### config.mk
export PLATFORM = sky130hd
export DESIGN_NAME = digit_classifier
export DESIGN_NICKNAME = d
export VERILOG_FILES = /design/src/rtl/digit_classifier_pkg.sv /design/src/rtl/digit_classifier.sv
export SDC_FILE = /design/constraint.sdc
export NUM_CORES = 1
export LEC_CHECK = 0
export BUFFER_PORTS_ARGS = -buffer_cell sky130_fd_sc_hd__buf_2
export CORE_ASPECT_RATIO = 0.75
export CORE_MARGIN = 2
export CORE_UTILIZATION = 30
export DETAILED_ROUTE_END_ITERATION = 12
export PLACE_DENSITY = 0.61
export RECOVER_POWER = 25
export SLEW_MARGIN = 10
export SYNTH_ARGS = -nofsm -noshare
export SYNTH_HDL_FRONTEND = slang
export SYNTH_SLANG_ARGS = --single-unit
### constraint.sdc
create_clock -name Clk -period 7.75 [get_ports Clk]
set_input_delay 1.55 -clock Clk [delete_from_list [all_inputs] [get_ports Clk]]
set_output_delay 1.55 -clock Clk [all_outputs]
set_load 0.02 [all_outputs]
### src/rtl/digit_classifier_pkg.sv
// Shared constants and types for the digit classifier output stage.
// Scores are signed Q2.13; the margin helper clamps the best/runner-up gap.
package digit_classifier_pkg;

  localparam int N_CLASSES  = 10;
  localparam int SCORE_W    = 16;
  localparam int PROB_DEPTH = 20;
  localparam int IDX_W      = 4;

  localparam logic [SCORE_W-1:0] FIXED_ONE  = 16'h2000;
  localparam logic [SCORE_W-1:0] SCORE_MIN  = 16'h8000;
  localparam logic [SCORE_W-1:0] MARGIN_MAX = 16'h7FFF;

  typedef enum logic [1:0] {
    IDLE,
    SCAN,
    DONE
  } state_e;

  // Difference taken one bit wider so 0x7FFF - 0x8000 cannot wrap.
  function automatic logic [SCORE_W-1:0] sat_margin(
    input logic [SCORE_W-1:0] best,
    input logic [SCORE_W-1:0] second
  );
    logic [SCORE_W:0] diff;
    diff = {best[SCORE_W-1], best} - {second[SCORE_W-1], second};
    if (diff[SCORE_W]) begin
      return '0;
    end else if (diff[SCORE_W-1]) begin
      return MARGIN_MAX;
    end else begin
      return diff[SCORE_W-1:0];
    end
  endfunction

endpackage

### src/rtl/digit_classifier.sv
// Snapshots the network's output-layer scores on a rising ready flag, scans
// them one per clock and registers argmax, winning score and margin.
module digit_classifier
  import digit_classifier_pkg::*;
(
  input  logic                                Clk,
  input  logic                                Reset,
  input  logic                                R,
  input  logic [PROB_DEPTH-1:0][SCORE_W-1:0]  Probability,
  output logic [IDX_W-1:0]                    Digit,
  output logic [SCORE_W-1:0]                  Score,
  output logic [SCORE_W-1:0]                  Margin,
  output logic                                Valid,
  output logic                                Busy
);

  localparam logic [IDX_W-1:0] LAST_IDX = IDX_W'(N_CLASSES - 1);

  state_e             state_q, state_d;
  logic               r_prev_q, r_prev_d;
  logic [SCORE_W-1:0] snap_q [N_CLASSES];
  logic [SCORE_W-1:0] snap_d [N_CLASSES];
  logic [IDX_W-1:0]   idx_q, idx_d;
  logic [SCORE_W-1:0] best_q, best_d;
  logic [SCORE_W-1:0] second_q, second_d;
  logic [IDX_W-1:0]   best_idx_q, best_idx_d;
  logic [IDX_W-1:0]   digit_q, digit_d;
  logic [SCORE_W-1:0] score_q, score_d;
  logic [SCORE_W-1:0] margin_q, margin_d;
  logic               valid_q, valid_d;
  logic [SCORE_W-1:0] cur_s;

  // The core drives a wider array than we classify; the tail is ignored.
  logic unused_prob;
  assign unused_prob = ^Probability[PROB_DEPTH-1:N_CLASSES];

  always_comb begin
    state_d    = state_q;
    r_prev_d   = R;
    snap_d     = snap_q;
    idx_d      = idx_q;
    best_d     = best_q;
    second_d   = second_q;
    best_idx_d = best_idx_q;
    digit_d    = digit_q;
    score_d    = score_q;
    margin_d   = margin_q;
    valid_d    = 1'b0;
    cur_s      = snap_q[idx_q];

    case (state_q)
      IDLE: begin
        if (R && !r_prev_q) begin
          for (int i = 0; i < N_CLASSES; i++) begin
            snap_d[i] = Probability[i];
          end
          idx_d      = '0;
          best_d     = SCORE_MIN;
          second_d   = SCORE_MIN;
          best_idx_d = '0;
          state_d    = SCAN;
        end
      end
      SCAN: begin
        // Strict compare keeps the lower index on ties; the tie lands in second.
        if ($signed(cur_s) > $signed(best_q)) begin
          second_d   = best_q;
          best_d     = cur_s;
          best_idx_d = idx_q;
        end else if ($signed(cur_s) > $signed(second_q)) begin
          second_d = cur_s;
        end
        if (idx_q == LAST_IDX) begin
          state_d = DONE;
        end else begin
          idx_d = idx_q + 1'b1;
        end
      end
      DONE: begin
        digit_d  = best_idx_q;
        score_d  = best_q;
        margin_d = sat_margin(best_q, second_q);
        valid_d  = 1'b1;
        state_d  = IDLE;
      end
      default: begin
        state_d = IDLE;
      end
    endcase
  end

  // r_prev resets high so a ready level already present at reset release is ignored.
  always_ff @(posedge Clk or posedge Reset) begin
    if (Reset) begin
      state_q    <= IDLE;
      r_prev_q   <= 1'b1;
      for (int i = 0; i < N_CLASSES; i++) begin
        snap_q[i] <= '0;
      end
      idx_q      <= '0;
      best_q     <= SCORE_MIN;
      second_q   <= SCORE_MIN;
      best_idx_q <= '0;
      digit_q    <= '0;
      score_q    <= '0;
      margin_q   <= '0;
      valid_q    <= 1'b0;
    end else begin
      state_q    <= state_d;
      r_prev_q   <= r_prev_d;
      snap_q     <= snap_d;
      idx_q      <= idx_d;
      best_q     <= best_d;
      second_q   <= second_d;
      best_idx_q <= best_idx_d;
      digit_q    <= digit_d;
      score_q    <= score_d;
      margin_q   <= margin_d;
      valid_q    <= valid_d;
    end
  end

  assign Digit  = digit_q;
  assign Score  = score_q;
  assign Margin = margin_q;
  assign Valid  = valid_q;
  assign Busy   = (state_q != IDLE);

endmodule
==> results of run 1 <==
==> registers in the layout, summed over array words and instances, names as in the netlist <==
register,cells
best_idx_q,4
r_prev_q,1
snap_q,160
best_q,16
Digit,4
idx_q,4
Margin,15
state_q,2
Valid,1
Score,16
second_q,16
==> power groups by stage <==
stage	clock network [uW]	registers [uW]	logic (uW)
6_report	1360	2230	3570
5_1_grt	1450	2310	4020
4_1_cts	1400	2240	3600
3_5_place_dp	0	2260	3580
3_3_place_gp	0	2230	3520
2_1_floorplan	0	2150	2780
==> kinds of logic (layout without fill, tap and decap cells) <==
kind of cell,Yosys count,count (layout),synth area share
buffers and inverters,118,300,0.0400
other,1,2,0.000314
adder cells (fa/ha/maj),51,51,0.0541
XOR/XNOR,12,12,0.00880
multiplexers,52,52,0.0796
AO/OA/AOI/OAI,176,176,0.101
flip-flops,239,239,0.501
AND/OR/NAND/NOR,642,642,0.215
==> layer usage <==
| metal | share of wire | wire length (um) | up-vias | global-route usage |
|---|---|---|---|---|
| met5 | 0.0019 | 66 | - | 0 |
| met3 | 0.063 | 2230 | 49 | 0.0369 |
| met2 | 0.42 | 14900 | 255 | 0.259 |
| met1 | 0.49 | 17300 | 4670 | 0.255 |
| li1 | - | - | 4660 | - |
| met4 | 0.017 | 587 | 10 | 0.0320 |
==> critical path, cell delays in order, from the launching register on <==
cell and delay [ps]:
sky130_fd_sc_hd__dfrtp_1 1240, sky130_fd_sc_hd__nor2_1 300, sky130_fd_sc_hd__buf_4 300, sky130_fd_sc_hd__a22oi_1 190
sky130_fd_sc_hd__nor2_1 70, sky130_fd_sc_hd__a21oi_1 430, sky130_fd_sc_hd__inv_1 120, sky130_fd_sc_hd__ha_1 400
sky130_fd_sc_hd__nand4_1 240, sky130_fd_sc_hd__a2111oi_1 420, sky130_fd_sc_hd__or4b_4 250, sky130_fd_sc_hd__mux2i_4 800
sky130_fd_sc_hd__buf_4 490, sky130_fd_sc_hd__nor3_1 100, sky130_fd_sc_hd__a221o_1 290
==> final timing paths <==
path | endpoint | slack [ps] | startpoint | cells past startpoint
worst min register to register | snap_q[0]$_DFFE_PP0P_ | 470 | snap_q[0]$_DFFE_PP0P_ | 2
worst max register to register | second_q[4]$_DFFE_PP0P_ | 1980 | idx_q[1]$_DFFE_PP0P_ | 14
max in group asynchronous | snap_q[144]$_DFFE_PP0P_ | 3000 | Reset | 3
worst min-delay path | snap_q[0]$_DFFE_PP0P_ | 470 | snap_q[0]$_DFFE_PP0P_ | 2
min in group asynchronous | snap_q[53]$_DFFE_PP0P_ | 1180 | Reset | 2
worst max-delay path | second_q[4]$_DFFE_PP0P_ | 1980 | idx_q[1]$_DFFE_PP0P_ | 14
==> cell type report <==
type                            instances  area [um2]  area share
Antenna cell                            1        2.50    0.000175
Clock buffer                           42         832      0.0581
Clock inverter                          6         109     0.00760
Inverter                               41         155      0.0108
Multi-Input combinational cell        934        5490       0.384
Sequential cell                       239        5990       0.418
Tap cell                              520         651      0.0454
Timing Repair Buffer                  211        1090      0.0759
==> cells in the final DEF (no fill, tap or decap), types with 21 or more instances in the layout <==
cell type,n
sky130_fd_sc_hd__a21oi_1,34
sky130_fd_sc_hd__buf_2,198
sky130_fd_sc_hd__clkbuf_16,27
sky130_fd_sc_hd__dfrtp_1,235
sky130_fd_sc_hd__ha_1,50
sky130_fd_sc_hd__inv_1,39
sky130_fd_sc_hd__mux4_2,32
sky130_fd_sc_hd__nand2_1,561
sky130_fd_sc_hd__nor3_1,21
sky130_fd_sc_hd__o21ai_0,43
==> through the flow <==
stage | area (um2) | std cells | utilization | setup WS (ps)
detailed placement | 13400 | 1945 | 0.340 | 2060
global placement | 13400 | 1945 | 0.340 | 2110
CTS | 14300 | 1993 | 0.364 | 2030
global route | 14300 | 1993 | 0.363 | 1450
floorplan | 11900 | 1291 | - | 3070
finish | 14300 | 1994 | 0.363 | 1980
==> impl_results.html, run 1 <==
<table>
<tr><th>Metric</th><th>Value</th></tr>
<tr><th colspan="2">Run status</th></tr>
<tr><td>Status</td><td>complete, but fails checks</td></tr>
<tr><td>Violations in the final reports</td><td>max-capacitance violations, max-slew violations</td></tr>
<tr><th colspan="2">Pwr</th></tr>
<tr><td>Total power consumption of the routed design</td><td>7160 uW</td></tr>
<tr><td>Reg power frac</td><td>0.312</td></tr>
<tr><td>Switching Fraction</td><td>0.423</td></tr>
<tr><td>Internal power of the cells</td><td>between 4000 and 5000 uW</td></tr>
<tr><td>Peak VDD IR</td><td>between 0.0002 and 0.0003 V</td></tr>
<tr><td>Areal power density over the cells</td><td>500 nW/um2</td></tr>
<tr><td>Total net switching power</td><td>roughly 3000 uW</td></tr>
<tr><td>Fraction of power consumed by the clock network</td><td>0.189</td></tr>
<tr><td>Leakage power summed over all cells</td><td>approximately 0.0072 uW</td></tr>
<tr><td>Combinational cell fraction of total power</td><td>0.499</td></tr>
<tr><th colspan="2">Die</th></tr>
<tr><td>I/O pin cnt</td><td>about 360</td></tr>
<tr><td>Standard-cell row count</td><td>63</td></tr>
<tr><td>Area of the placeable core</td><td>between 30000 and 40000 um2</td></tr>
<tr><td>Die Y</td><td>177 um</td></tr>
<tr><td>Die Area</td><td>41400 um2</td></tr>
<tr><td>Starting density of the core</td><td>0.303</td></tr>
<tr><td>Die W</td><td>between 200 and 250 um</td></tr>
<tr><th colspan="2">GRT</th></tr>
<tr><td>Overall routing resource usage</td><td>0.172</td></tr>
<tr><td>Global-route wire length before repair</td><td>about 55000 um</td></tr>
<tr><td>Pin count of the biggest net entering global routing</td><td>roughly 180</td></tr>
<tr><td>GRT Residual Overflow</td><td>0</td></tr>
<tr><td>Initial antenna violation count</td><td>6</td></tr>
<tr><td>Number of global-route vias before repair</td><td>9676</td></tr>
<tr><th colspan="2">Drt</th></tr>
<tr><td>Remaining routing DRC violations</td><td>0</td></tr>
<tr><td>Detail Route Antenna Nets</td><td>0</td></tr>
<tr><td>Via/cell ratio</td><td>~4.8</td></tr>
<tr><td>DR iter-0 viols</td><td>roughly 660</td></tr>
<tr><td>Detailed-router iteration count before antenna repair</td><td>5</td></tr>
<tr><td>Sum of routed wire length over all layers</td><td>around 35000 um</td></tr>
<tr><td>Final routed wire length divided by cell count</td><td>roughly 18 um</td></tr>
<tr><td>Total vias in the final route</td><td>just under 10000</td></tr>
<tr><th colspan="2">Logic synthesis</th></tr>
<tr><td>Total nets after synthesis</td><td>around 1700</td></tr>
<tr><td>Number of flip-flops and latches in the synthesized netlist</td><td>around 240</td></tr>
<tr><td>Cells after synthesis</td><td>1291</td></tr>
<tr><td>Sequential element share of the synthesized area</td><td>0.501</td></tr>
<tr><td>Area leader, netlist</td><td>sky130_fd_sc_hd__dfrtp_1</td></tr>
<tr><td>Synthesis Warnings</td><td>0</td></tr>
<tr><td>Post-synth EDFFs</td><td>0</td></tr>
<tr><td>Commonest register cell after synthesis</td><td>sky130_fd_sc_hd__dfrtp_1</td></tr>
<tr><td>Cell types with the largest area share after synthesis</td><td>sky130_fd_sc_hd__dfrtp_1 49%, sky130_fd_sc_hd__nand2_1 18%, sky130_fd_sc_hd__mux4_2 6.0%</td></tr>
<tr><td>Unique cell type count in the Yosys netlist</td><td>63</td></tr>
<tr><td>Proportion of netlist area held by the largest area contributor</td><td>0.495</td></tr>
<tr><td>Asr flop ratio synth</td><td>1.00</td></tr>
<tr><td>Count leader, synth</td><td>sky130_fd_sc_hd__nand2_1</td></tr>
<tr><td>Commonest cells in the netlist</td><td>561 x sky130_fd_sc_hd__nand2_1, 236 x sky130_fd_sc_hd__dfrtp_1, 59 x sky130_fd_sc_hd__clkbuf_1, 50 x sky130_fd_sc_hd__ha_1, 43 x sky130_fd_sc_hd__o21ai_0</td></tr>
<tr><td>Cell area after synthesis</td><td>around 12000 um2</td></tr>
<tr><td>Syn avg cell area</td><td>about 9.2 um2</td></tr>
<tr><th colspan="2">Worst setup path</th></tr>
<tr><td>Kind of end point of the critical path</td><td>flip-flop</td></tr>
<tr><td>Critical Setup Path Class</td><td>flip-flop to flip-flop</td></tr>
<tr><td>Highest fanout seen on the critical path</td><td>37</td></tr>
<tr><td>Data arrival time of the critical path</td><td>6200 ps</td></tr>
<tr><td>Kind of start point of the critical path</td><td>flip-flop</td></tr>
<tr><td>Data required time at the worst endpoint</td><td>approximately 8200 ps</td></tr>
<tr><th colspan="2">STA</th></tr>
<tr><td>Number of failing setup endpoints in the final timing report</td><td>0</td></tr>
<tr><td>Hold_ws</td><td>roughly 470 ps</td></tr>
<tr><td>Count of pins over their slew limit</td><td>around 210</td></tr>
<tr><td>Fmax</td><td>173 MHz</td></tr>
<tr><td>Setup repair after global routing missed its margin</td><td>no</td></tr>
<tr><td>Shortest period the worst path allows</td><td>slightly below 6000 ps</td></tr>
<tr><td>Hold Vio Cnt, Final</td><td>0</td></tr>
<tr><td>Post-route clock period utilization</td><td>0.745</td></tr>
<tr><td>Worst clock skew on the final layout</td><td>roughly 7.7 ps</td></tr>
<tr><td>Worst Max-Slew Pin Slew</td><td>between 3000 and 4000 ps</td></tr>
<tr><td>Post-Route Setup TNS</td><td>0 ps</td></tr>
<tr><td>Slew headroom</td><td>-1.09</td></tr>
<tr><th colspan="2">Final layout</th></tr>
<tr><td>Final-layout fill cell count</td><td>4072</td></tr>
<tr><td>Final layout net count</td><td>around 1800</td></tr>
<tr><td>Syn-to-layout area delta</td><td>19.9%</td></tr>
<tr><td>Share of final-layout standard cells stronger than drive strength 1</td><td>0.211</td></tr>
<tr><th colspan="2">Placement</th></tr>
<tr><td>Hpwl dp</td><td>24900 um</td></tr>
<tr><td>Placer Congestion</td><td>between 0.8 and 0.9</td></tr>
<tr><td>IO buf count</td><td>199</td></tr>
<tr><th colspan="2">Clock tree</th></tr>
<tr><td>Post-CTS setup buffer count</td><td>0</td></tr>
<tr><td>Number of gates given a new drive strength after cts</td><td>0</td></tr>
<tr><td>Source-to-sink clock delay at the later pin of the worst-skew pair</td><td>between 500 and 600 ps</td></tr>
<tr><td>Clock transition time at the flip-flop clock pins of the worst setup and hold paths</td><td>60 ps</td></tr>
<tr><td># hold bufs at CTS</td><td>0</td></tr>
<tr><td>Maximum number of buffers from clock root to sink</td><td>3</td></tr>
<tr><td>TritonCTS clock tree</td><td>done</td></tr>
<tr><td>Root Buffer Master</td><td>sky130_fd_sc_hd__clkbuf_16</td></tr>
<tr><td>Total clock buffers created by CTS</td><td>27</td></tr>
<tr><td>Count of clock tree sinks</td><td>between 200 and 250</td></tr>
<tr><td>Maximum level of the CTS H-tree</td><td>1</td></tr>
<tr><th colspan="2">Flow run</th></tr>
<tr><td>Max-cap viol count</td><td>3</td></tr>
<tr><th colspan="2">Hold path</th></tr>
<tr><td>Worst min-delay path category</td><td>flip-flop to flip-flop</td></tr>
</table>
(Power assumes the default switching activity.)
==> run 2: changes to the inputs <==
--- a/config.mk
+++ b/config.mk
@@ -10,7 +10,7 @@
 export CORE_MARGIN = 2
 export CORE_UTILIZATION = 30
 export DETAILED_ROUTE_END_ITERATION = 12
-export PLACE_DENSITY = 0.61
+export PLACE_DENSITY = 0.59
 export RECOVER_POWER = 25
 export SLEW_MARGIN = 10
 export SYNTH_ARGS = -nofsm -noshare
==> constraint.sdc (replaced) <==
create_clock -name Clk -period 5.6 [get_ports Clk]
set_input_delay 1.12 -clock Clk [delete_from_list [all_inputs] [get_ports Clk]]
set_output_delay 1.12 -clock Clk [all_outputs]
set_load 0.02 [all_outputs]
==> run 2 against run 1 <==
  * Clock-buffer cell count decreased by 2
  * Sequential power increased by 36%
  * Highest routed layer unchanged
  * The run still ends with max-capacitance violations, max-slew violations left
  * Die area unchanged
  * Register-to-register slack got worse by 1100 ps
  * Via count increased by 0.49%
  * Maximum frequency increased by 23%
  * First-iteration DRC count decreased by 3.8%
==> impl_results.html, run 2 (synthesis gave the netlist of run 1 again) <==
<table>
<tr><th>Metric</th><th>Value</th></tr>
<tr><th colspan="2">Run status</th></tr>
<tr><td>Status</td><td>complete, but fails checks (unchanged)</td></tr>
<tr><td>Violations in the final reports</td><td>max-capacitance violations, max-slew violations (unchanged)</td></tr>
<tr><th colspan="2">Die</th></tr>
<tr><td>Area of the placeable core</td><td>39400 um2 (unchanged)</td></tr>
<tr><td>Standard-cell row count</td><td>63 (unchanged)</td></tr>
<tr><td>I/O pin cnt</td><td>361 (unchanged)</td></tr>
<tr><td>Die Y</td><td>177 um (unchanged)</td></tr>
<tr><td>Die W</td><td>234 um (unchanged)</td></tr>
<tr><td>Starting density of the core</td><td>0.303 (unchanged)</td></tr>
<tr><td>Die Area</td><td>41400 um2 (unchanged)</td></tr>
<tr><th colspan="2">Placement</th></tr>
<tr><td>Placer Congestion</td><td>0.808 (was 0.811)</td></tr>
<tr><td>Hpwl dp</td><td>25500 um (was 24900 um)</td></tr>
<tr><td>IO buf count</td><td>199 (unchanged)</td></tr>
<tr><td>Post-placement worst setup slack</td><td>953 ps (was 2060 ps)</td></tr>
<tr><td>Area after detailed placement</td><td>13500 um2 (was 13400 um2)</td></tr>
<tr><th colspan="2">Worst setup path</th></tr>
<tr><td>Data required time at the worst endpoint</td><td>6020 ps (was 8170 ps)</td></tr>
<tr><td>Highest fanout seen on the critical path</td><td>22 (was 37)</td></tr>
<tr><td>Data arrival time of the critical path</td><td>5100 ps (was 6200 ps)</td></tr>
<tr><td>Critical Setup Path Class</td><td>flip-flop to flip-flop (unchanged)</td></tr>
<tr><td>Kind of end point of the critical path</td><td>flip-flop (unchanged)</td></tr>
<tr><td>Kind of start point of the critical path</td><td>flip-flop (unchanged)</td></tr>
<tr><th colspan="2">STA</th></tr>
<tr><td>Hold Vio Cnt, Final</td><td>0 (unchanged)</td></tr>
<tr><td>Setup repair after global routing missed its margin</td><td>no (unchanged)</td></tr>
<tr><td>Worst clock skew on the final layout</td><td>17.2 ps (was 7.66 ps)</td></tr>
<tr><td>Setup slack after layout</td><td>925 ps (was 1980 ps)</td></tr>
<tr><td>Fmax</td><td>214 MHz (was 173 MHz)</td></tr>
<tr><td>Post-Route Setup TNS</td><td>0 ps (unchanged)</td></tr>
<tr><td>Post-route clock period utilization</td><td>0.835 (was 0.745)</td></tr>
<tr><td>Count of pins over their slew limit</td><td>171 (was 209)</td></tr>
<tr><td>Slew headroom</td><td>-1.05 (was -1.09)</td></tr>
<tr><td>Shortest period the worst path allows</td><td>4680 ps (was 5770 ps)</td></tr>
<tr><td>Number of failing setup endpoints in the final timing report</td><td>0 (unchanged)</td></tr>
<tr><td>Worst Max-Slew Pin Slew</td><td>3070 ps (was 3130 ps)</td></tr>
<tr><th colspan="2">Final layout</th></tr>
<tr><td>Final-layout fill cell count</td><td>4030 (was 4072)</td></tr>
<tr><td>Flip-flop count of the largest register after layout</td><td>160 (unchanged)</td></tr>
<tr><td>Commonest non-fill, non-tap cells in the layout</td><td>561 x sky130_fd_sc_hd__nand2_1, 234 x sky130_fd_sc_hd__dfrtp_1, 197 x sky130_fd_sc_hd__buf_2 (was 561 x sky130_fd_sc_hd__nand2_1, 235 x sky130_fd_sc_hd__dfrtp_1, 198 x sky130_fd_sc_hd__buf_2)</td></tr>
<tr><td>Area of the multi-input gates</td><td>5490 um2 (unchanged)</td></tr>
<tr><td>Most common library cell in the layout ignoring fill and taps</td><td>sky130_fd_sc_hd__nand2_1 (unchanged)</td></tr>
<tr><td>Final layout net count</td><td>1834 (was 1828)</td></tr>
<tr><td>Syn-to-layout area delta</td><td>21.2% (was 19.9%)</td></tr>
<tr><td>Share of final-layout standard cells stronger than drive strength 1</td><td>0.217 (was 0.211)</td></tr>
<tr><td>Most flop-heavy register</td><td>snap_q (unchanged)</td></tr>
<tr><td>Register area</td><td>5990 um2 (about the same)</td></tr>
<tr><td>Layout Utilization</td><td>0.367 (was 0.363)</td></tr>
<tr><td>Finished layout cell area</td><td>14500 um2 (was 14300 um2)</td></tr>
<tr><th colspan="2">GRT</th></tr>
<tr><td>Overall routing resource usage</td><td>0.175 (was 0.172)</td></tr>
<tr><td>Number of global-route vias before repair</td><td>9839 (was 9676)</td></tr>
<tr><td>Global-route wire length before repair</td><td>55900 um (was 55000 um)</td></tr>
<tr><td>Pin count of the biggest net entering global routing</td><td>178 (unchanged)</td></tr>
<tr><td>M3 GR Usage</td><td>0.0388 (was 0.0369)</td></tr>
<tr><td>GRT Residual Overflow</td><td>0 (unchanged)</td></tr>
<tr><td>Initial antenna violation count</td><td>10 (was 6)</td></tr>
<tr><td>Met2 GRT Util</td><td>0.268 (was 0.259)</td></tr>
<tr><td>Met1 demand-to-capacity share in global routing</td><td>0.253 (was 0.255)</td></tr>
<tr><td>Gr busiest metal</td><td>met2 (unchanged)</td></tr>
<tr><th colspan="2">Pwr</th></tr>
<tr><td>Areal power density over the cells</td><td>699 nW/um2 (was 500 nW/um2)</td></tr>
<tr><td>Leakage power summed over all cells</td><td>0.00730 uW (was 0.00723 uW)</td></tr>
<tr><td>Peak VDD IR</td><td>0.000659 V (was 0.000271 V)</td></tr>
<tr><th colspan="2">Clock tree</th></tr>
<tr><td>Maximum level of the CTS H-tree</td><td>1 (unchanged)</td></tr>
<tr><td>Clock transition time at the flip-flop clock pins of the worst setup and hold paths</td><td>60 ps (about the same)</td></tr>
<tr><td>Post-CTS setup buffer count</td><td>0 (unchanged)</td></tr>
<tr><td>Number of gates given a new drive strength after cts</td><td>0 (unchanged)</td></tr>
<tr><td>Source-to-sink clock delay at the later pin of the worst-skew pair</td><td>560 ps (was 540 ps)</td></tr>
<tr><td>Root Buffer Master</td><td>sky130_fd_sc_hd__clkbuf_16 (unchanged)</td></tr>
<tr><td>Count of clock tree sinks</td><td>239 (unchanged)</td></tr>
<tr><td>Maximum number of buffers from clock root to sink</td><td>3 (unchanged)</td></tr>
<tr><td># hold bufs at CTS</td><td>0 (unchanged)</td></tr>
<tr><td>Total clock buffers created by CTS</td><td>27 (unchanged)</td></tr>
<tr><td>TritonCTS clock tree</td><td>done (unchanged)</td></tr>
<tr><th colspan="2">Drt</th></tr>
<tr><td>Detailed-router iteration count before antenna repair</td><td>5 (unchanged)</td></tr>
<tr><td>Via/cell ratio</td><td>4.83 (was 4.84)</td></tr>
<tr><td>DR iter-0 viols</td><td>639 (was 664)</td></tr>
<tr><td>Sum of routed wire length over all layers</td><td>35700 um (was 35100 um)</td></tr>
<tr><td>Total vias in the final route</td><td>9691 (was 9644)</td></tr>
<tr><td>Detail Route Antenna Nets</td><td>0 (unchanged)</td></tr>
<tr><td>Final routed wire length divided by cell count</td><td>17.8 um (was 17.6 um)</td></tr>
<tr><td>Remaining routing DRC violations</td><td>0 (unchanged)</td></tr>
<tr><th colspan="2">Flow run</th></tr>
<tr><td>Max-cap viol count</td><td>2 (was 3)</td></tr>
<tr><th colspan="2">Hold path</th></tr>
<tr><td>Worst min-delay path category</td><td>flip-flop to flip-flop (unchanged)</td></tr>
</table>
## run 2: changes by cell type in the layout (fill, tap and decap cells not counted), sizes merged
cell	delta
buf	+6
clkbuf	-2
bufinv	+2
clkinv	+1
diode	+4
inv	+1
## run 2: power by group
part           internal, uW  switching [uW]  total (uW)  leakage, uW
logic                  2100            3000        5100      0.00378
registers              2540             484        3030      0.00303
clock network          1240             749        1980     0.000493
## run 2: layer usage
metal,up-vias,part of all wire
met2,263,0.43
met1,4675,0.48
li1,4688,-
met5,-,0.0020
met3,55,0.070
met4,10,0.020
## run 2: path summary, 6_finish.rpt
| check | slack [ps] | depth (start not counted) | from | endpoint |
|---|---|---|---|---|
| setup reg to reg | 920 | 12 | idx_q[0]$_DFFE_PP0P_ | second_q[3]$_DFFE_PP0P_ |
| setup / recovery | 920 | 12 | idx_q[0]$_DFFE_PP0P_ | second_q[3]$_DFFE_PP0P_ |
| min in group asynchronous | 1680 | 3 | Reset | snap_q[86]$_DFFE_PP0P_ |
| max in group asynchronous | 1680 | 3 | Reset | idx_q[0]$_DFFE_PP0P_ |
| hold reg to reg | 470 | 2 | snap_q[113]$_DFFE_PP0P_ | snap_q[113]$_DFFE_PP0P_ |
| hold / removal | 470 | 2 | snap_q[113]$_DFFE_PP0P_ | snap_q[113]$_DFFE_PP0P_ |
## run 2: final cells by class
class | count | share of cell area
Sequential cell | 239 | 0.414
Multi-Input combinational cell | 934 | 0.380
Timing Repair Buffer | 217 | 0.0802
Clock buffer | 40 | 0.0563
Tap cell | 520 | 0.0450
Clock inverter | 10 | 0.0129
Inverter | 41 | 0.0109
Antenna cell | 5 | 0.000865
## run 2: critical path: stages, from the launching register on
cell and delay [ps]:
sky130_fd_sc_hd__dfrtp_4 680, sky130_fd_sc_hd__buf_4 330, sky130_fd_sc_hd__mux4_2 540, sky130_fd_sc_hd__a22oi_1 340, sky130_fd_sc_hd__a2bb2oi_1 430, sky130_fd_sc_hd__ha_1 240, sky130_fd_sc_hd__nor2b_1 50, sky130_fd_sc_hd__o211ai_1 160
sky130_fd_sc_hd__a2111oi_1 120, sky130_fd_sc_hd__or4b_4 540, sky130_fd_sc_hd__mux2_4 320, sky130_fd_sc_hd__and3_1 390, sky130_fd_sc_hd__a221o_1 380
## run 2: stage by stage
stage | hold slack, ps | power (uW) | std cells
after floorplan | 439 | 6820 | 1291
after global placement | 453 | 8040 | 1951
after detailed placement | 457 | 8160 | 1951
after CTS | 472 | 10200 | 2001
after global routing | 488 | 11000 | 2002
final | 470 | 10100 | 2006
==> run 3: changes to the inputs <==
==> constraint.sdc (replaced) <==
create_clock -name Clk -period 4.35 [get_ports Clk]
set_input_delay 0.87 -clock Clk [delete_from_list [all_inputs] [get_ports Clk]]
set_output_delay 0.87 -clock Clk [all_outputs]
set_load 0.02 [all_outputs]
==> run 3 against run 2 <==
  * The flow still finishes with violations (max-capacitance violations, max-slew violations)
  * Setup slack got worse by 720 ps
  * Power grew 32%
  * Routed wire length up 0.59%
  * Critical endpoint is now second_q[0]$_DFFE_PP0P_
  * Largest cell class unchanged
==> impl_results.html, run 3 (synthesis gave the netlist of run 1 again) <==
<table>
<tr><th>Metric</th><th>Value</th></tr>
<tr><th colspan="2">Worst setup path</th></tr>
<tr><td>Reg2Reg Capture Point</td><td>second_q[0]$_DFFE_PP0P_ (was second_q[3]$_DFFE_PP0P_)</td></tr>
<tr><td>Kind of start point of the critical path</td><td>flip-flop (unchanged)</td></tr>
<tr><td>Register-to-register setup slack</td><td>200 ps (was 920 ps)</td></tr>
<tr><td>Data required time at the worst endpoint</td><td>4790 ps (was 6020 ps)</td></tr>
<tr><td>Kind of end point of the critical path</td><td>flip-flop (unchanged)</td></tr>
<tr><td>Path depth of the worst reg2reg path</td><td>13 (was 12)</td></tr>
<tr><td>Highest fanout seen on the critical path</td><td>40 (was 22)</td></tr>
<tr><td>Data arrival time of the critical path</td><td>4590 ps (was 5100 ps)</td></tr>
<tr><td>Worst r2r src</td><td>idx_q[1]$_DFFE_PP0P_ (was idx_q[0]$_DFFE_PP0P_)</td></tr>
<tr><td>Crit. Startpoint</td><td>idx_q[1]$_DFFE_PP0P_ (was idx_q[0]$_DFFE_PP0P_)</td></tr>
<tr><td>Critical Setup Path Class</td><td>flip-flop to flip-flop (unchanged)</td></tr>
<tr><td>Worst setup path endpoint</td><td>second_q[0]$_DFFE_PP0P_ (was second_q[3]$_DFFE_PP0P_)</td></tr>
<tr><th colspan="2">GRT</th></tr>
<tr><td>Number of global-route vias before repair</td><td>9860 (was 9839)</td></tr>
<tr><td>Initial antenna violation count</td><td>9 (was 10)</td></tr>
<tr><td>Pin count of the biggest net entering global routing</td><td>178 (unchanged)</td></tr>
<tr><td>Overall routing resource usage</td><td>0.177 (was 0.175)</td></tr>
<tr><td>Global-route wire length before repair</td><td>56600 um (was 55900 um)</td></tr>
<tr><td>GRT Residual Overflow</td><td>0 (unchanged)</td></tr>
<tr><th colspan="2">Placement</th></tr>
<tr><td>Hpwl dp</td><td>26200 um (was 25500 um)</td></tr>
<tr><td>Placer Congestion</td><td>0.817 (was 0.808)</td></tr>
<tr><td>IO buf count</td><td>199 (unchanged)</td></tr>
<tr><th colspan="2">STA</th></tr>
<tr><td>Shortest period the worst path allows</td><td>4150 ps (was 4680 ps)</td></tr>
<tr><td>Post-route clock period utilization</td><td>0.954 (was 0.835)</td></tr>
<tr><td>Worst Max-Slew Pin Slew</td><td>2120 ps (was 3070 ps)</td></tr>
<tr><td>Fmax</td><td>241 MHz (was 214 MHz)</td></tr>
<tr><td>Slew headroom</td><td>-0.421 (was -1.05)</td></tr>
<tr><td>Number of failing setup endpoints in the final timing report</td><td>0 (unchanged)</td></tr>
<tr><td>Post-Route Setup TNS</td><td>0 ps (unchanged)</td></tr>
<tr><td>Worst clock skew on the final layout</td><td>23.5 ps (was 17.2 ps)</td></tr>
<tr><td>Setup repair after global routing missed its margin</td><td>no (unchanged)</td></tr>
<tr><td>Count of pins over their slew limit</td><td>127 (was 171)</td></tr>
<tr><td>Hold Vio Cnt, Final</td><td>0 (unchanged)</td></tr>
<tr><th colspan="2">Final layout</th></tr>
<tr><td>Commonest non-fill, non-tap cells in the layout</td><td>561 x sky130_fd_sc_hd__nand2_1, 234 x sky130_fd_sc_hd__dfrtp_1, 198 x sky130_fd_sc_hd__buf_2 (was 561 x sky130_fd_sc_hd__nand2_1, 234 x sky130_fd_sc_hd__dfrtp_1, 197 x sky130_fd_sc_hd__buf_2)</td></tr>
<tr><td>Syn-to-layout area delta</td><td>23.1% (was 21.2%)</td></tr>
<tr><td>Final layout net count</td><td>1867 (was 1834)</td></tr>
<tr><td>Most flop-heavy register</td><td>snap_q (unchanged)</td></tr>
<tr><td>Most common library cell in the layout ignoring fill and taps</td><td>sky130_fd_sc_hd__nand2_1 (unchanged)</td></tr>
<tr><td>Share of final-layout standard cells stronger than drive strength 1</td><td>0.232 (was 0.217)</td></tr>
<tr><td>Flip-flop count of the largest register after layout</td><td>160 (unchanged)</td></tr>
<tr><th colspan="2">Drt</th></tr>
<tr><td>Sum of routed wire length over all layers</td><td>35900 um (was 35700 um)</td></tr>
<tr><td>Total vias in the final route</td><td>9789 (was 9691)</td></tr>
<tr><td>Detail Route Antenna Nets</td><td>0 (unchanged)</td></tr>
<tr><td>Remaining routing DRC violations</td><td>0 (unchanged)</td></tr>
<tr><td>Final routed wire length divided by cell count</td><td>17.6 um (was 17.8 um)</td></tr>
<tr><td>DR iter-0 viols</td><td>744 (was 639)</td></tr>
<tr><td>Detailed-router iteration count before antenna repair</td><td>4 (was 5)</td></tr>
<tr><td>Via/cell ratio</td><td>4.81 (was 4.83)</td></tr>
<tr><th colspan="2">Pwr</th></tr>
<tr><td>Reg power frac</td><td>0.288 (was 0.299)</td></tr>
<tr><td>Internal power of the cells</td><td>7860 uW (was 5870 uW)</td></tr>
<tr><td>Switching Fraction</td><td>0.413 (was 0.419)</td></tr>
<tr><td>Total net switching power</td><td>5530 uW (was 4240 uW)</td></tr>
<tr><td>Combinational cell fraction of total power</td><td>0.529 (was 0.504)</td></tr>
<tr><td>Leakage power summed over all cells</td><td>0.00744 uW (was 0.00730 uW)</td></tr>
<tr><td>Peak VDD IR</td><td>0.000725 V (was 0.000659 V)</td></tr>
<tr><td>Areal power density over the cells</td><td>911 nW/um2 (was 699 nW/um2)</td></tr>
<tr><td>Total power consumption of the routed design</td><td>13400 uW (was 10100 uW)</td></tr>
<tr><td>Fraction of power consumed by the clock network</td><td>0.182 (was 0.196)</td></tr>
<tr><th colspan="2">Clock tree</th></tr>
<tr><td>Maximum level of the CTS H-tree</td><td>1 (unchanged)</td></tr>
<tr><td>Source-to-sink clock delay at the later pin of the worst-skew pair</td><td>560 ps (about the same)</td></tr>
<tr><td># hold bufs at CTS</td><td>0 (unchanged)</td></tr>
<tr><td>Maximum number of buffers from clock root to sink</td><td>3 (unchanged)</td></tr>
<tr><td>Total clock buffers created by CTS</td><td>28 (was 27)</td></tr>
<tr><td>Count of clock tree sinks</td><td>239 (unchanged)</td></tr>
<tr><td>Clock transition time at the flip-flop clock pins of the worst setup and hold paths</td><td>60 ps (about the same)</td></tr>
<tr><td>TritonCTS clock tree</td><td>done (unchanged)</td></tr>
<tr><td>Root Buffer Master</td><td>sky130_fd_sc_hd__clkbuf_16 (unchanged)</td></tr>
<tr><th colspan="2">Run status</th></tr>
<tr><td>Violations in the final reports</td><td>max-capacitance violations, max-slew violations (unchanged)</td></tr>
<tr><td>Status</td><td>complete, but fails checks (unchanged)</td></tr>
<tr><th colspan="2">Die</th></tr>
<tr><td>Area of the placeable core</td><td>39400 um2 (unchanged)</td></tr>
<tr><td>I/O pin cnt</td><td>361 (unchanged)</td></tr>
<tr><td>Die Area</td><td>41400 um2 (unchanged)</td></tr>
<tr><td>Die Y</td><td>177 um (unchanged)</td></tr>
<tr><td>Starting density of the core</td><td>0.303 (unchanged)</td></tr>
<tr><td>Die W</td><td>234 um (unchanged)</td></tr>
<tr><td>Standard-cell row count</td><td>63 (unchanged)</td></tr>
<tr><th colspan="2">Flow run</th></tr>
<tr><td>Max-cap viol count</td><td>3 (was 2)</td></tr>
<tr><th colspan="2">Hold path</th></tr>
<tr><td>Worst min-delay path category</td><td>input pin to flip-flop (was flip-flop to flip-flop)</td></tr>
</table>
run 3: cell types whose count changed in the layout (fill, tap and decap cells not counted), moves of 2 or more:
| cell | previous run | this run |
|---|---|---|
| sky130_fd_sc_hd__clkbuf_8 | 9 | 6 |
| sky130_fd_sc_hd__clkbuf_1 | 7 | 12 |
| sky130_fd_sc_hd__bufinv_16 | 5 | 3 |
| sky130_fd_sc_hd__clkbuf_16 | 27 | 29 |
| sky130_fd_sc_hd__buf_12 | 3 | 6 |
| sky130_fd_sc_hd__clkinv_4 | 2 | 0 |
| sky130_fd_sc_hd__buf_4 | 13 | 41 |
run 3: how the worst min path moves through the flow:
stage / from / slack [ps] / end / cells after the start
2_1_floorplan: best_idx_q[0]$_DFFE_PP0P_ / 440 / Digit[0]$_DFFE_PP0P_ / 2
3_3_place_gp: snap_q[12]$_DFFE_PP0P_ / 450 / snap_q[12]$_DFFE_PP0P_ / 2
3_5_place_dp: snap_q[42]$_DFFE_PP0P_ / 460 / snap_q[42]$_DFFE_PP0P_ / 2
4_1_cts: R / 420 / r_prev_q$_DFF_PP1_ / 1
5_1_grt: R / 430 / r_prev_q$_DFF_PP1_ / 1
6_report: R / 440 / r_prev_q$_DFF_PP1_ / 1
run 3: worst max-delay path, cell delays in order (launching register included):
cell and delay, ps:
sky130_fd_sc_hd__dfrtp_2 540, sky130_fd_sc_hd__buf_4 220, sky130_fd_sc_hd__mux4_2 350, sky130_fd_sc_hd__a22oi_1 440
sky130_fd_sc_hd__o2bb2ai_1 270, sky130_fd_sc_hd__ha_1 370, sky130_fd_sc_hd__a21oi_1 200, sky130_fd_sc_hd__a2111oi_2 90
sky130_fd_sc_hd__or4b_4 510, sky130_fd_sc_hd__buf_4 160, sky130_fd_sc_hd__mux2i_4 240, sky130_fd_sc_hd__buf_12 240
sky130_fd_sc_hd__nor2_1 100, sky130_fd_sc_hd__a221o_1 290
run 3: cell type report:
class                           count  area [um2]
Antenna cell                        4        10.0
Clock buffer                       43         838
Clock inverter                      7         114
Fill cell                        4044       24700
Inverter                           41         155
Multi-Input combinational cell    934        5500
Sequential cell                   239        5990
Tap cell                          520         651
Timing Repair Buffer              249        1430
run 3: what timing repair did:
action / 4_1_cts / 5_1_grt
gates resized for setup: 0 / 3
buffers inserted: 0 / 3
hold endpoints to repair: 0 / 0
endpoints found under the setup margin: 0 / 16
run 3: per-layer routing:
metal | vias up | track usage | wire (um)
li1 | 4753 | - | -
met3 | 46 | 0.0420 | 2300
met1 | 4731 | 0.263 | 17800
met2 | 249 | 0.263 | 15200
met4 | 10 | 0.0304 | 607
met5 | - | 0 | 64
run 3: stage by stage:
stage	cell area, um2	worst slack [ps]	hold WS, ps	utilization	instances
global route	14700	2.85	428	0.373	2034
detailed placement	13700	61.6	457	0.348	1980
CTS	14700	47.9	422	0.372	2030
finish	14700	200	439	0.373	2037
global placement	13700	101	454	0.348	1980
floorplan	11900	63.9	439	-	1291
run 3: power by group through the flow:
stage	sequential, uW	combinational (uW)	clock, uW
after CTS	3870	7100	2510
after global routing	3980	7940	2620
after floorplan	3830	4950	0
after global placement	3860	6930	0
final	3860	7090	2440
after detailed placement	3900	7060	0
